[src/rtl/sram_bayesian_pkg.sv]
// Shared types and the prior-pattern generator for the Bayesian word store.
package sram_bayesian_pkg;

    typedef enum logic {ST_INIT, ST_READY} state_t;

    // Widest word the pattern generator can build; callers keep the low bits.
    localparam int MAX_WORD = 256;

    localparam logic [7:0] PRIOR [4] = '{8'hA5, 8'hCC, 8'h5A, 8'hF0};

    function automatic logic [MAX_WORD-1:0] prior_word(input int idx);
        logic [MAX_WORD-1:0] w;
        logic [1:0]          sel;
        sel = 2'(idx);
        for (int j = 0; j < MAX_WORD / 8; j++) begin
            w[j*8 +: 8] = PRIOR[sel];
        end
        return w;
    endfunction

endpackage

[src/rtl/sram_bayesian_bank_if.sv]
// Request/response handshake bundle between a requester and the word store.
interface sram_bayesian_bank_if #(
    parameter int WORD_SIZE = 8,
    parameter int ADDR_W    = 4
);
    logic                 req_valid;
    logic                 req_ready;
    logic                 req_we;
    logic [ADDR_W-1:0]    req_addr;
    logic [WORD_SIZE-1:0] req_wdata;
    logic                 rsp_valid;
    logic                 rsp_ready;
    logic [WORD_SIZE-1:0] rsp_data;
    logic                 rsp_err;

    modport master (
        output req_valid, req_we, req_addr, req_wdata, rsp_ready,
        input  req_ready, rsp_valid, rsp_data, rsp_err
    );

    modport slave (
        input  req_valid, req_we, req_addr, req_wdata, rsp_ready,
        output req_ready, rsp_valid, rsp_data, rsp_err
    );
endinterface

[src/rtl/sram_bayesian_array.sv]
// NUM_WORDS x WORD_SIZE storage with one write port and one registered read port.
module sram_bayesian_array #(
    parameter int WORD_SIZE = 8,
    parameter int NUM_WORDS = 16,
    parameter int ADDR_W    = $clog2(NUM_WORDS)
) (
    input  logic                 clk,
    input  logic                 we,
    input  logic [ADDR_W-1:0]    waddr,
    input  logic [WORD_SIZE-1:0] wdata,
    input  logic                 re,
    input  logic [ADDR_W-1:0]    raddr,
    output logic [WORD_SIZE-1:0] rdata
);

    logic [WORD_SIZE-1:0] mem [NUM_WORDS];

    // NOTE: storage carries no reset so it maps onto plain RAM; contents are
    // established by the owner's initialisation sweep instead.
    always_ff @(posedge clk) begin
        if (we) begin
            mem[waddr] <= wdata;
        end
        if (re) begin
            rdata <= mem[raddr];
        end
    end

endmodule

[src/rtl/sram_bayesian_bank.sv]
// Self-initialising read/write word store with valid/ready request and response.
module sram_bayesian_bank
    import sram_bayesian_pkg::*;
#(
    parameter int WORD_SIZE = 8,
    parameter int NUM_WORDS = 16,
    parameter int ADDR_W    = $clog2(NUM_WORDS),
    parameter int INIT_MODE = 1
) (
    input  logic                 clk,
    input  logic                 rst,
    input  logic                 init_req,
    output logic                 init_done,
    sram_bayesian_bank_if.slave  bus
);

    state_t               state;
    logic [ADDR_W-1:0]    init_cnt;
    logic                 in_range;
    logic                 accept;
    logic                 rd_accept;
    logic                 data_ok;
    logic                 arr_we;
    logic                 arr_re;
    logic [ADDR_W-1:0]    arr_waddr;
    logic [WORD_SIZE-1:0] arr_wdata;
    logic [WORD_SIZE-1:0] arr_rdata;
    logic [WORD_SIZE-1:0] init_word;
    logic [MAX_WORD-1:0]  prior_full;

    assign in_range      = int'(bus.req_addr) < NUM_WORDS;
    assign bus.req_ready = (state == ST_READY) && !init_req
                           && (!bus.rsp_valid || bus.rsp_ready);
    assign accept        = bus.req_valid && bus.req_ready;
    assign rd_accept     = accept && !bus.req_we;
    assign arr_re        = rd_accept && in_range;

    // NOTE: every combinational output gets a default first so no path leaves
    // it unassigned and a latch is never inferred.
    always_comb begin
        prior_full = prior_word(int'(init_cnt));
        init_word  = (INIT_MODE != 0) ? prior_full[WORD_SIZE-1:0] : '0;
        arr_we     = 1'b0;
        arr_waddr  = bus.req_addr;
        arr_wdata  = bus.req_wdata;
        if (state == ST_INIT) begin
            arr_we    = 1'b1;
            arr_waddr = init_cnt;
            arr_wdata = init_word;
        end else begin
            arr_we = accept && bus.req_we && in_range;
        end
    end

    // NOTE: sequential state uses non-blocking assignments so every register
    // samples pre-edge values regardless of statement order.
    always_ff @(posedge clk) begin
        if (rst) begin
            state     <= ST_INIT;
            init_cnt  <= '0;
            init_done <= 1'b0;
        end else begin
            case (state)
                ST_INIT: begin
                    if (init_cnt == ADDR_W'(NUM_WORDS - 1)) begin
                        state     <= ST_READY;
                        init_done <= 1'b1;
                        init_cnt  <= '0;
                    end else begin
                        init_cnt <= init_cnt + ADDR_W'(1);
                    end
                end
                ST_READY: begin
                    if (init_req) begin
                        state     <= ST_INIT;
                        init_done <= 1'b0;
                        init_cnt  <= '0;
                    end
                end
                default: begin
                    state     <= ST_INIT;
                    init_done <= 1'b0;
                    init_cnt  <= '0;
                end
            endcase
        end
    end

    // Response slot: a new read may refill it in the same cycle it is consumed.
    always_ff @(posedge clk) begin
        if (rst) begin
            bus.rsp_valid <= 1'b0;
            bus.rsp_err   <= 1'b0;
            data_ok       <= 1'b0;
        end else if (rd_accept) begin
            bus.rsp_valid <= 1'b1;
            bus.rsp_err   <= !in_range;
            data_ok       <= in_range;
        end else if (bus.rsp_ready) begin
            bus.rsp_valid <= 1'b0;
        end
    end

    // Out-of-range reads and the post-reset slot present zero data.
    assign bus.rsp_data = data_ok ? arr_rdata : '0;

    sram_bayesian_array #(
        .WORD_SIZE (WORD_SIZE),
        .NUM_WORDS (NUM_WORDS),
        .ADDR_W    (ADDR_W)
    ) u_array (
        .clk   (clk),
        .we    (arr_we),
        .waddr (arr_waddr),
        .wdata (arr_wdata),
        .re    (arr_re),
        .raddr (bus.req_addr),
        .rdata (arr_rdata)
    );

endmodule

[src/flat_wrapper.sv]
// flat-port wrapper written by rule: the top's interface ports become plain ports
module sram_bayesian_bank_flat import sram_bayesian_pkg::*;
#(
    parameter int WORD_SIZE = 8,
    parameter int NUM_WORDS = 16,
    parameter int ADDR_W    = $clog2(NUM_WORDS),
    parameter int INIT_MODE = 1
)
  (clk, rst, init_req, init_done, bus_req_valid, bus_req_we, bus_req_addr, bus_req_wdata, bus_rsp_ready, bus_req_ready, bus_rsp_valid, bus_rsp_data, bus_rsp_err);
  sram_bayesian_bank_if #(.WORD_SIZE(WORD_SIZE), .ADDR_W(ADDR_W)) bus_i ();
  input  logic clk;
  input  logic rst;
  input  logic init_req;
  output logic init_done;
  input wire logic [$bits(bus_i.req_valid)-1:0] bus_req_valid;
  input wire logic [$bits(bus_i.req_we)-1:0] bus_req_we;
  input wire logic [$bits(bus_i.req_addr)-1:0] bus_req_addr;
  input wire logic [$bits(bus_i.req_wdata)-1:0] bus_req_wdata;
  input wire logic [$bits(bus_i.rsp_ready)-1:0] bus_rsp_ready;
  output wire logic [$bits(bus_i.req_ready)-1:0] bus_req_ready;
  output wire logic [$bits(bus_i.rsp_valid)-1:0] bus_rsp_valid;
  output wire logic [$bits(bus_i.rsp_data)-1:0] bus_rsp_data;
  output wire logic [$bits(bus_i.rsp_err)-1:0] bus_rsp_err;
  assign bus_i.req_valid = bus_req_valid;
  assign bus_i.req_we = bus_req_we;
  assign bus_i.req_addr = bus_req_addr;
  assign bus_i.req_wdata = bus_req_wdata;
  assign bus_i.rsp_ready = bus_rsp_ready;
  assign bus_req_ready = bus_i.req_ready;
  assign bus_rsp_valid = bus_i.rsp_valid;
  assign bus_rsp_data = bus_i.rsp_data;
  assign bus_rsp_err = bus_i.rsp_err;
  sram_bayesian_bank #(.WORD_SIZE(WORD_SIZE), .NUM_WORDS(NUM_WORDS), .ADDR_W(ADDR_W), .INIT_MODE(INIT_MODE)) u_core (.clk(clk), .rst(rst), .init_req(init_req), .init_done(init_done), .bus(bus_i));
endmodule
[config.mk]
export PLATFORM = sky130hd
export DESIGN_NAME = sram_bayesian_bank_flat
export DESIGN_NICKNAME = d
export VERILOG_FILES = /design/src/rtl/sram_bayesian_pkg.sv /design/src/rtl/sram_bayesian_bank_if.sv /design/src/rtl/sram_bayesian_array.sv /design/src/rtl/sram_bayesian_bank.sv /design/src/flat_wrapper.sv
export SDC_FILE = /design/constraint.sdc
export NUM_CORES = 1
export LEC_CHECK = 0
export CAP_MARGIN = 0
export CORE_UTILIZATION = 54
export CTS_CLUSTER_DIAMETER = 50
export CTS_CLUSTER_SIZE = 25
export DETAILED_ROUTE_END_ITERATION = 16
export HOLD_SLACK_MARGIN = 0.03
export PLACE_DENSITY = 0.74
export SLEW_MARGIN = 15
export SYNTH_ARGS = -nofsm -noshare
export SYNTH_HDL_FRONTEND = slang
export SYNTH_SLANG_ARGS = --single-unit
[constraint.sdc]
create_clock -name clk -period 2.24 [get_ports clk]
set_clock_uncertainty 0.15 [all_clocks]
set_input_delay 0.336 -clock clk [delete_from_list [all_inputs] [get_ports clk]]
set_output_delay 0.336 -clock clk [all_outputs]
set_load 0.02 [all_outputs]
* Word-level counts from Yosys, hierarchy flattened
Memories as Yosys holds them, arrays and structs flattened. A register that Yosys moved wholly into a read port is not among the register bits. Index checks and enable logic that the tools add are counted. Widths: inputs -> output; s select.
Word-level totals: register bits 8, bits in latches 0, memory bits (writable) 128, memory bits (read-only) 0, input port bits 18, output and inout bits 12, word-level logic and storage cells 44, memories 1
Operators by class: add/subtract/negate cells 1, multipliers 0, divide/modulo/power cells 0, $lt $le $gt $ge 1, eq/ne operators 3, shift-type cells 0, multiplexer cells 20, bitwise logic cells 2, reductions and logical operators 11
Memory list:
- u_core.u_array.mem | depth 16, bits a word 8, rd ports 1, clocked after memory_dff 1, wr ports 1, line sram_bayesian_array.sv:16 | logic [WORD_SIZE-1:0] mem [NUM_WORDS];
Operators by type and width (number):
- $mux 8 | 4
- $bmux 8 s2 | 1
- $mux 4 | 3
- $mux 1 | 9
- $pmux 4 s2 | 1
- $logic_and 1x1->1 | 5
- $add 4x1->4 const B | 1
- $eq 4x4->1 const B | 1
- $ne 2x2->1 const B | 2
- $pmux 1 s2 | 2
- $ge 3x3->1 const B | 1
- $logic_not 1->1 | 3
- $not 2->3 | 1
- $reduce_and 2->1 | 1
- $reduce_bool 2->1 | 1
- $logic_or 1x1->1 | 1
- $not 1->1 | 1

* Logic depth before layout (Yosys ltp)
Gate-level depths: netlist of the first run.
depth in word-level cells 8, depth in mapped cells 6, mapped depth without buffers 4

* Hierarchy
Synthesis of the first run repeated with hierarchy kept, for this count alone.
Second synthesis, totals: cell total of the unflattened synthesis 313, area, all modules 5854.4 µm²
By module, submodules not included:
- sram_bayesian_array | times used 1, cells each 229, area an instance 5227.5 µm², seq. area each 4083.9 µm²
- sram_bayesian_bank | times used 1, cells each 84, area an instance 626.9 µm², seq. area each 160.2 µm²

* Worst setup path after synthesis of the first run
Ideal clock, no wire load.
path kind reg2reg, start point register u_core.bus.rsp_valid, end point memory u_core.u_array.mem[10][0], enable pin, library setup time 0.383 ns, data arrival time 1.703 ns, data required time 1.707 ns, slack 0.004 ns, cell stages (with the launch flop) 5, path buffers 1, period minus slack after synthesis 2.236 ns, path through dfxtp_1 nor2b_1 o31a_1 buf_2 nor3_1
On the way: longest elaborated chain between the ends 8
RTL lines:
- from (decl) | line sram_bayesian_bank_if.sv:23 | output req_ready, rsp_valid, rsp_data, rsp_err
- from (signal assigned) | line sram_bayesian_bank.sv:92 | bus.rsp_valid <= 1'b0;
- from (signal assigned) | line sram_bayesian_bank.sv:96 | bus.rsp_valid <= 1'b1;
- from (signal assigned) | line sram_bayesian_bank.sv:100 | bus.rsp_valid <= 1'b0;
- $logic_not 1->1 | line sram_bayesian_bank.sv:33 | && (!bus.rsp_valid || bus.rsp_ready);
- $logic_or 1x1->1 | line sram_bayesian_bank.sv:33
- $logic_and 1x1->1 | line sram_bayesian_bank.sv:33
- $logic_and 1x1->1 | line sram_bayesian_bank.sv:34 | assign accept = bus.req_valid && bus.req_ready;
- $logic_and 1x1->1 | line sram_bayesian_bank.sv:51 | arr_we = accept && bus.req_we && in_range;
- $mux 1 | line sram_bayesian_bank.sv:46 | if (state == ST_INIT) begin
- $mux 1 | line sram_bayesian_array.sv:21 | if (we) begin
- $mux 1 (implied by the code) | line sram_bayesian_array.sv:22 | mem[waddr] <= wdata;
- to (decl) | line sram_bayesian_array.sv:16
Every way passes these cells.

* Final worst setup path of the first run
start point input bus_req_addr[1], end point memory u_core.u_array.mem[3][5], enable pin
On the way: longest elaborated chain between the ends 1
RTL lines:
- from (decl) | line flat_wrapper.sv:17 | input wire logic [$bits(bus_i.req_addr)-1:0] bus_req_addr;
- $mux 4 | line sram_bayesian_bank.sv:46
Every way passes these cells.

==> results of run 1 <==
==> path summary, 6_finish.rpt <==
path                              from                        to  slack, ns  cells past startpoint
setup / recovery       bus_req_addr[1]  u_core.u_array.mem[3][5]       0.04                      6
hold / removal        u_core.init_done          u_core.init_done       0.31                      2
setup reg to reg  u_core.bus.rsp_valid  u_core.u_array.mem[3][5]       0.14                      5
hold reg to reg       u_core.init_done          u_core.init_done       0.31                      2
==> stage by stage <==
stage	cell area (sq um)	setup TNS [ns]	std cells	setup slack, ns
final	7260	0	572	0.0430
after global routing	7260	0	572	0.00606
after CTS	7250	0	572	0.0152
after detailed placement	6690	-18.18	540	-0.437
after global placement	6690	-15.02	540	-0.402
after floorplan	5980	0	344	0.00370
==> tightest hold or removal path: stages (launching register included) <==
cell and delay, ns:
dfxtp_1 0.31, nand2_1 0.05, a21oi_1 0.05
==> layout make-up <==
class	instances	area, sq um	share of cell area, %
Clock buffer	19	422	5.81
Clock inverter	13	139	1.91
Inverter	9	33.8	0.466
Multi-Input combinational cell	171	1590	21.9
Sequential cell	144	4250	58.6
Tap cell	140	175	2.41
Timing Repair Buffer	76	648	8.93
==> report_power, final <==
group	internal, mW	switching (mW)
Sequential	3.08	0.0148
Clock	1.59	1.04
Combinational	0.202	0.287
Total	4.87	1.35
==> routing by layer <==
layer | wire length (microns) | vias to the layer above | share of wire, % | GRT usage [%]
met5 | 0 | - | 0 | 0
met4 | 197 | 0 | 1.6 | 8.71
met3 | 761 | 18 | 6.3 | 4.00
met2 | 6100 | 118 | 50 | 37.8
met1 | 5070 | 1678 | 42 | 30.8
li1 | - | 1534 | - | -
==> kinds of logic after synthesis <==
| family | Yosys count |
|---|---|
| DFF | 144 |
| muxes | 61 |
| and+or+nand+nor | 60 |
| AOI/OAI and AO/OA | 44 |
| buffers and inverters | 29 |
| adders and majority gates | 5 |
| other | 1 |
==> state kept, by name, summed over array words and instances, names as in the netlist <==
register              flops
u_core.init_cnt           4
u_core.data_ok            1
u_core.bus.rsp_valid      1
u_core.init_done          1
u_core.u_array.mem      128
u_core.state              1
u_core.u_array.rdata      8
==> cells in the final DEF (no fill, tap or decap), types with 5 or more instances in the layout <==
| cell type | Yosys | final |
|---|---|---|
| edfxtp_1 | 136 | 136 |
| buf_4 | 1 | 47 |
| mux2_2 | 32 | 32 |
| clkdlybuf4s50_1 | 0 | 24 |
| nor3_1 | 18 | 17 |
| clkbuf_16 | 0 | 16 |
| o22ai_1 | 14 | 14 |
| nand2_1 | 11 | 11 |
| mux2i_1 | 11 | 11 |
| mux4_2 | 9 | 9 |
| mux4_1 | 9 | 9 |
| a21oi_1 | 9 | 9 |
| inv_1 | 8 | 8 |
| and2_1 | 8 | 8 |
| o221ai_1 | 7 | 7 |
| nor2_1 | 6 | 6 |
| dfxtp_1 | 8 | 6 |
| o21ai_0 | 5 | 5 |
| a31oi_1 | 5 | 5 |
| ha_1 | 5 | 5 |
==> timing repair <==
item                                    4_1_cts  5_1_grt
hold buffers                                  0        0
resized for setup                             5        4
endpoints found under the setup margin       17        3
==> results.py, run 1 <==
metrics = {
    "timing": {
        "rsz0062_at_grt": "no",
        "slew_viol_final": 0,
        "fin_crit_sh_pct": 98.1,
        "setup_viol": 0,
        "worstMarginPinSlew_ns": 0.698,
        "period_minus_slack_ns": 2.20,
        "hold_slack_ns": 0.309,
        "hold_viol": 0,
        "clock.fmax_mhz": 455,
        "slew_headroom_pct": 53.2,
    },
    "logic_synthesis": {
        "synth_simple_gate_area_share_pct": 5.39,
        "synth_seq_area_share_pct": 70.9,
        "synth_top_cell_by_area": "edfxtp_1",
        "synth.avg_cell_area_sq_um": 17.4,
        "synthAdderAreaFrac_pct": 1.05,
        "synth.area.top_cells": "edfxtp_1 (68%), mux2_2 (6.0%), mux4_1 (4.0%)",
        "syn-num-nets": 367,
        "synth_common_cells": "edfxtp_1 (136), mux2_2 (32), nor3_1 (18)",
        "yosys-mux-area-fraction_pct": 15.2,
        "synth_ff_type": "edfxtp_1",
        "synth_compound_area_share_pct": 4.77,
        "yosys.cell_types.count": 39,
        "synth-xor-area-share_pct": 0,
        "ys_ff_latch": 144,
        "synthesis.area_sq_um": 5980,
        "synthCells": 344,
        "synth_edf_count": 136,
        "synth_top_family_by_area": "multiplexers",
        "synth_top_area_share_pct": 68.2,
        "synth.most_common_cell": "edfxtp_1",
        "ys_warn_count": 0,
        "async_flop_share_pct": 0,
    },
    "global_routing": {
        "grt.overflow.total": 0,
        "grt_pass1_vias": 3233,
        "grt_usage_pct": 23.0,
        "antenna_found_initial": 0,
        "grt_max_degree": 50,
        "grt_pass1_wl_microns": 18400,
    },
    "floorplan": {
        "die_w_microns": 107,
        "dieArea_sq_um": 11500,
        "coreArea_sq_um": 10800,
        "start_util_pct": 55.2,
        "dieHeight_microns": 107,
        "rows": 38,
        "boundaryPins": 30,
    },
    "worst_setup_path": {
        "cpMostUsedCell": "buf_4",
        "worstPathCellList": "clkdlybuf4s50_1 -> buf_4 -> nand2_1 -> mux2_2 -> nor3_1 -> buf_4",
        "crit_path_end_kind": "flop",
        "crit_buf_inv": 3,
        "cp_top_family": "buffers and inverters",
        "crit_path_start_kind": "input port",
        "path_max_fanout": 8,
        "arrival_ns": 2.27,
        "cp.required_ns": 2.31,
        "crit_type": "input port to flop",
        "slowest_stage": "clkdlybuf4s50_1",
        "critical_path.max_stage_delay_ns": 0.60,
    },
    "layout": {
        "utilization_pct": 66.9,
        "area_delta_synth_final_pct": 21.2,
        "drive_gt1_share_pct": 29.2,
        "nets": 442,
        "fill_cells": 715,
        "antenna_cells": 0,
    },
    "drt": {
        "num_vias": 3348,
        "ant_nets": 0,
        "drt-total-wl_microns": 12100,
        "drc": 0,
        "drt_pre_antenna_iters": 4,
        "wire_per_inst_microns": 21.2,
        "avgViaCountPerCell": 5.85,
        "drt_iter0_drc": 263,
    },
    "clock_tree": {
        "cts_tree": "built",
        "ctsHtreeMaxLevel": 4,
        "cts_sinks": 144,
        "cts_root_buf": "clkbuf_8",
        "cts_buffers": 17,
        "post_cts_buffers": 0,
        "clockBufferDepth": 2,
        "clkLatencyLatePin_ns": 0.51,
        "clk_pin_slew_ns": 0.06,
    },
    "power_and_ir_drop": {
        "leakage_nw": 2.52,
        "power_density_nw_per_um2": 856,
        "power_mw": 6.21,
        "max-vdd-ir-drop_v": 0.000586,
    },
    "status": {
        "outcome": "complete, no violations",
    },
    "place": {
        "dp_hpwl_microns": 7680,
        "place_congestion": 0.829,
        "port_buffers": 28,
    },
    "run": {
        "max-cap-violations": 0,
    },
    "worst_hold_path": {
        "hold_class": "flop to flop",
    },
}
(Power assumes the default switching activity.)
==> run 2: changes to the inputs <==
Settings changed: RECOVER_POWER set to 100.
==> results.py, run 2 (synthesis gave the netlist of run 1 again) <==
metrics = {
    "clock_tree": {
        "ctsHtreeMaxLevel": 4,
        "clkLatencyLatePin_ns": 0.51,
        "cts_root_buf": "clkbuf_8",
        "post_cts_buffers": 0,
        "cts_sinks": 144,
        "cts_buffers": 17,
        "clockBufferDepth": 2,
        "ctsHoldBuffers": 0,
        "cts_tree": "built",
        "clk_pin_slew_ns": 0.06,
    },
    "timing": {
        "fin_setup_tns_ns": 0,
        "hold_viol": 0,
        "period_minus_slack_ns": 2.16,
        "slew_viol_final": 0,
        "slew_headroom_pct": 52.9,
        "worstMarginPinSlew_ns": 0.702,
        "setup_viol": 0,
        "clock.fmax_mhz": 463,
        "rsz0062_at_grt": "no",
        "fin_crit_sh_pct": 96.5,
    },
    "place": {
        "placed_cells": 540,
        "port_buffers": 28,
        "place_congestion": 0.829,
        "dp_hpwl_microns": 7680,
    },
    "worst_setup_path": {
        "crit_path_start_kind": "input port",
        "path_max_fanout": 8,
        "critical_path.max_stage_delay_ns": 0.60,
        "cpMostUsedCell": "buf_4",
        "crit_buf_inv": 3,
        "worstPathCellList": "clkdlybuf4s50_1 -> buf_4 -> nand2_1 -> mux2_2 -> nor3_1 -> buf_4",
        "crit_type": "input port to flop",
        "arrival_ns": 2.23,
        "slowest_stage": "clkdlybuf4s50_1",
        "crit_path_end_kind": "flop",
        "cp.required_ns": 2.30,
        "cp_top_family": "buffers and inverters",
    },
    "status": {
        "outcome": "complete, no violations",
    },
    "drt": {
        "avgViaCountPerCell": 5.89,
        "num_vias": 3367,
        "drc": 0,
        "drt_pre_antenna_iters": 5,
        "drt-total-wl_microns": 12100,
        "drt_iter0_drc": 191,
        "ant_nets": 0,
        "wire_per_inst_microns": 21.2,
    },
    "layout": {
        "drive_gt1_share_pct": 27.3,
        "nets": 442,
        "mostFrequentLayoutCells": "edfxtp_1 (136), mux2_2 (29), clkdlybuf4s50_1 (21), clkbuf_2 (21), buf_4 (21)",
        "max_flop_register": "u_core.u_array.mem",
        "antenna_cells": 0,
        "largest_reg_flops": 128,
        "largestRegisters": "u_core.u_array.mem: 128 flops, u_core.u_array.rdata: 8 flops, u_core.init_cnt: 4 flops",
        "layout_commonest_cell": "edfxtp_1",
        "final_cell_count_no_fill": 572,
        "area_delta_synth_final_pct": 19.9,
    },
    "power_and_ir_drop": {
        "max-vdd-ir-drop_v": 0.000585,
        "leakage_nw": 2.47,
        "power_density_nw_per_um2": 861,
    },
    "global_routing": {
        "grt_usage_pct": 23.0,
        "grt_max_degree": 50,
        "antenna_found_initial": 0,
        "grt.overflow.total": 0,
        "grt_pass1_wl_microns": 18400,
        "grt_pass1_vias": 3233,
    },
    "floorplan": {
        "coreArea_sq_um": 10800,
        "die_w_microns": 107,
        "start_util_pct": 55.2,
        "dieHeight_microns": 107,
        "rows": 38,
        "dieArea_sq_um": 11500,
        "boundaryPins": 30,
    },
    "worst_hold_path": {
        "hold_class": "flop to flop",
    },
    "run": {
        "max-cap-violations": 0,
    },
}
-- run 2: changes by cell type in the layout (fill, tap and decap cells not counted), sizes merged --
cell           delta
clkbuf           +27
buf              -26
clkdlybuf4s50     -3
dlygate4sd3       +3
dlymetal6s2s      -1
-- run 2: routing by layer --
| metal | up-vias | share of wire [%] | track usage, % |
|---|---|---|---|
| met5 | - | 0 | 0 |
| met4 | 0 | 2.1 | 8.71 |
| met3 | 21 | 7.2 | 4.00 |
| met2 | 137 | 50 | 37.8 |
| met1 | 1670 | 41 | 30.8 |
| li1 | 1539 | - | - |
-- run 2: tightest hold or removal path: cells and delay by family (launching register included) --
| kind | cells | cell delay [ns] |
|---|---|---|
| flip-flops | 1 | 0.31 |
| AO/OA/AOI/OAI | 1 | 0.05 |
| AND/OR/NAND/NOR | 1 | 0.05 |
-- run 2: worst paths after layout --
check / from / cells after the start / slack (ns) / end
min reg2reg: u_core.init_done / 2 / 0.31 / u_core.init_done
max: bus_req_addr[1] / 6 / 0.08 / u_core.u_array.mem[3][2]
min: u_core.init_done / 2 / 0.31 / u_core.init_done
max reg2reg: u_core.bus.rsp_valid / 5 / 0.10 / u_core.u_array.mem[3][2]
-- run 2: final cells by class --
| type | count | area (sq um) |
|---|---|---|
| timing repair buffer | 76 | 571 |
| fill | 737 | 3660 |
| sequential | 144 | 4250 |
| clock inverter | 13 | 139 |
| tap | 140 | 175 |
| clock buffer | 19 | 422 |
| inverter | 9 | 33.8 |
| multi-input combinational | 171 | 1590 |
-- run 2: where the power goes --
group / internal, mW / total [mW] / switching [mW] / leakage [nW]
clock network: 1.59 / 2.62 / 1.04 / 0.268
logic: 0.182 / 0.467 / 0.285 / 0.906
registers: 3.08 / 3.10 / 0.0149 / 1.30
total: 4.85 / 6.18 / 1.34 / 2.47
-- run 2: repair_timing --
item | in CTS | in global routing
endpoints found under the setup margin | 17 | 3
pin swaps | 0 | 0
gates cloned | 0 | 0
resized for setup | 5 | 4
-- run 2: metrics by stage --
stage	setup slack [ns]	hold WS [ns]	power [mW]	utilization [%]	cell area [sq um]
2_1_floorplan	0.00370	0.327	3.42	-	5980
3_3_place_gp	-0.402	0.294	3.62	61.7	6690
3_5_place_dp	-0.437	0.299	3.63	61.7	6690
4_1_cts	0.0152	0.307	6.24	66.9	7250
5_1_grt	0.00606	0.332	6.36	66.2	7180
6_report	0.0782	0.305	6.18	66.2	7180
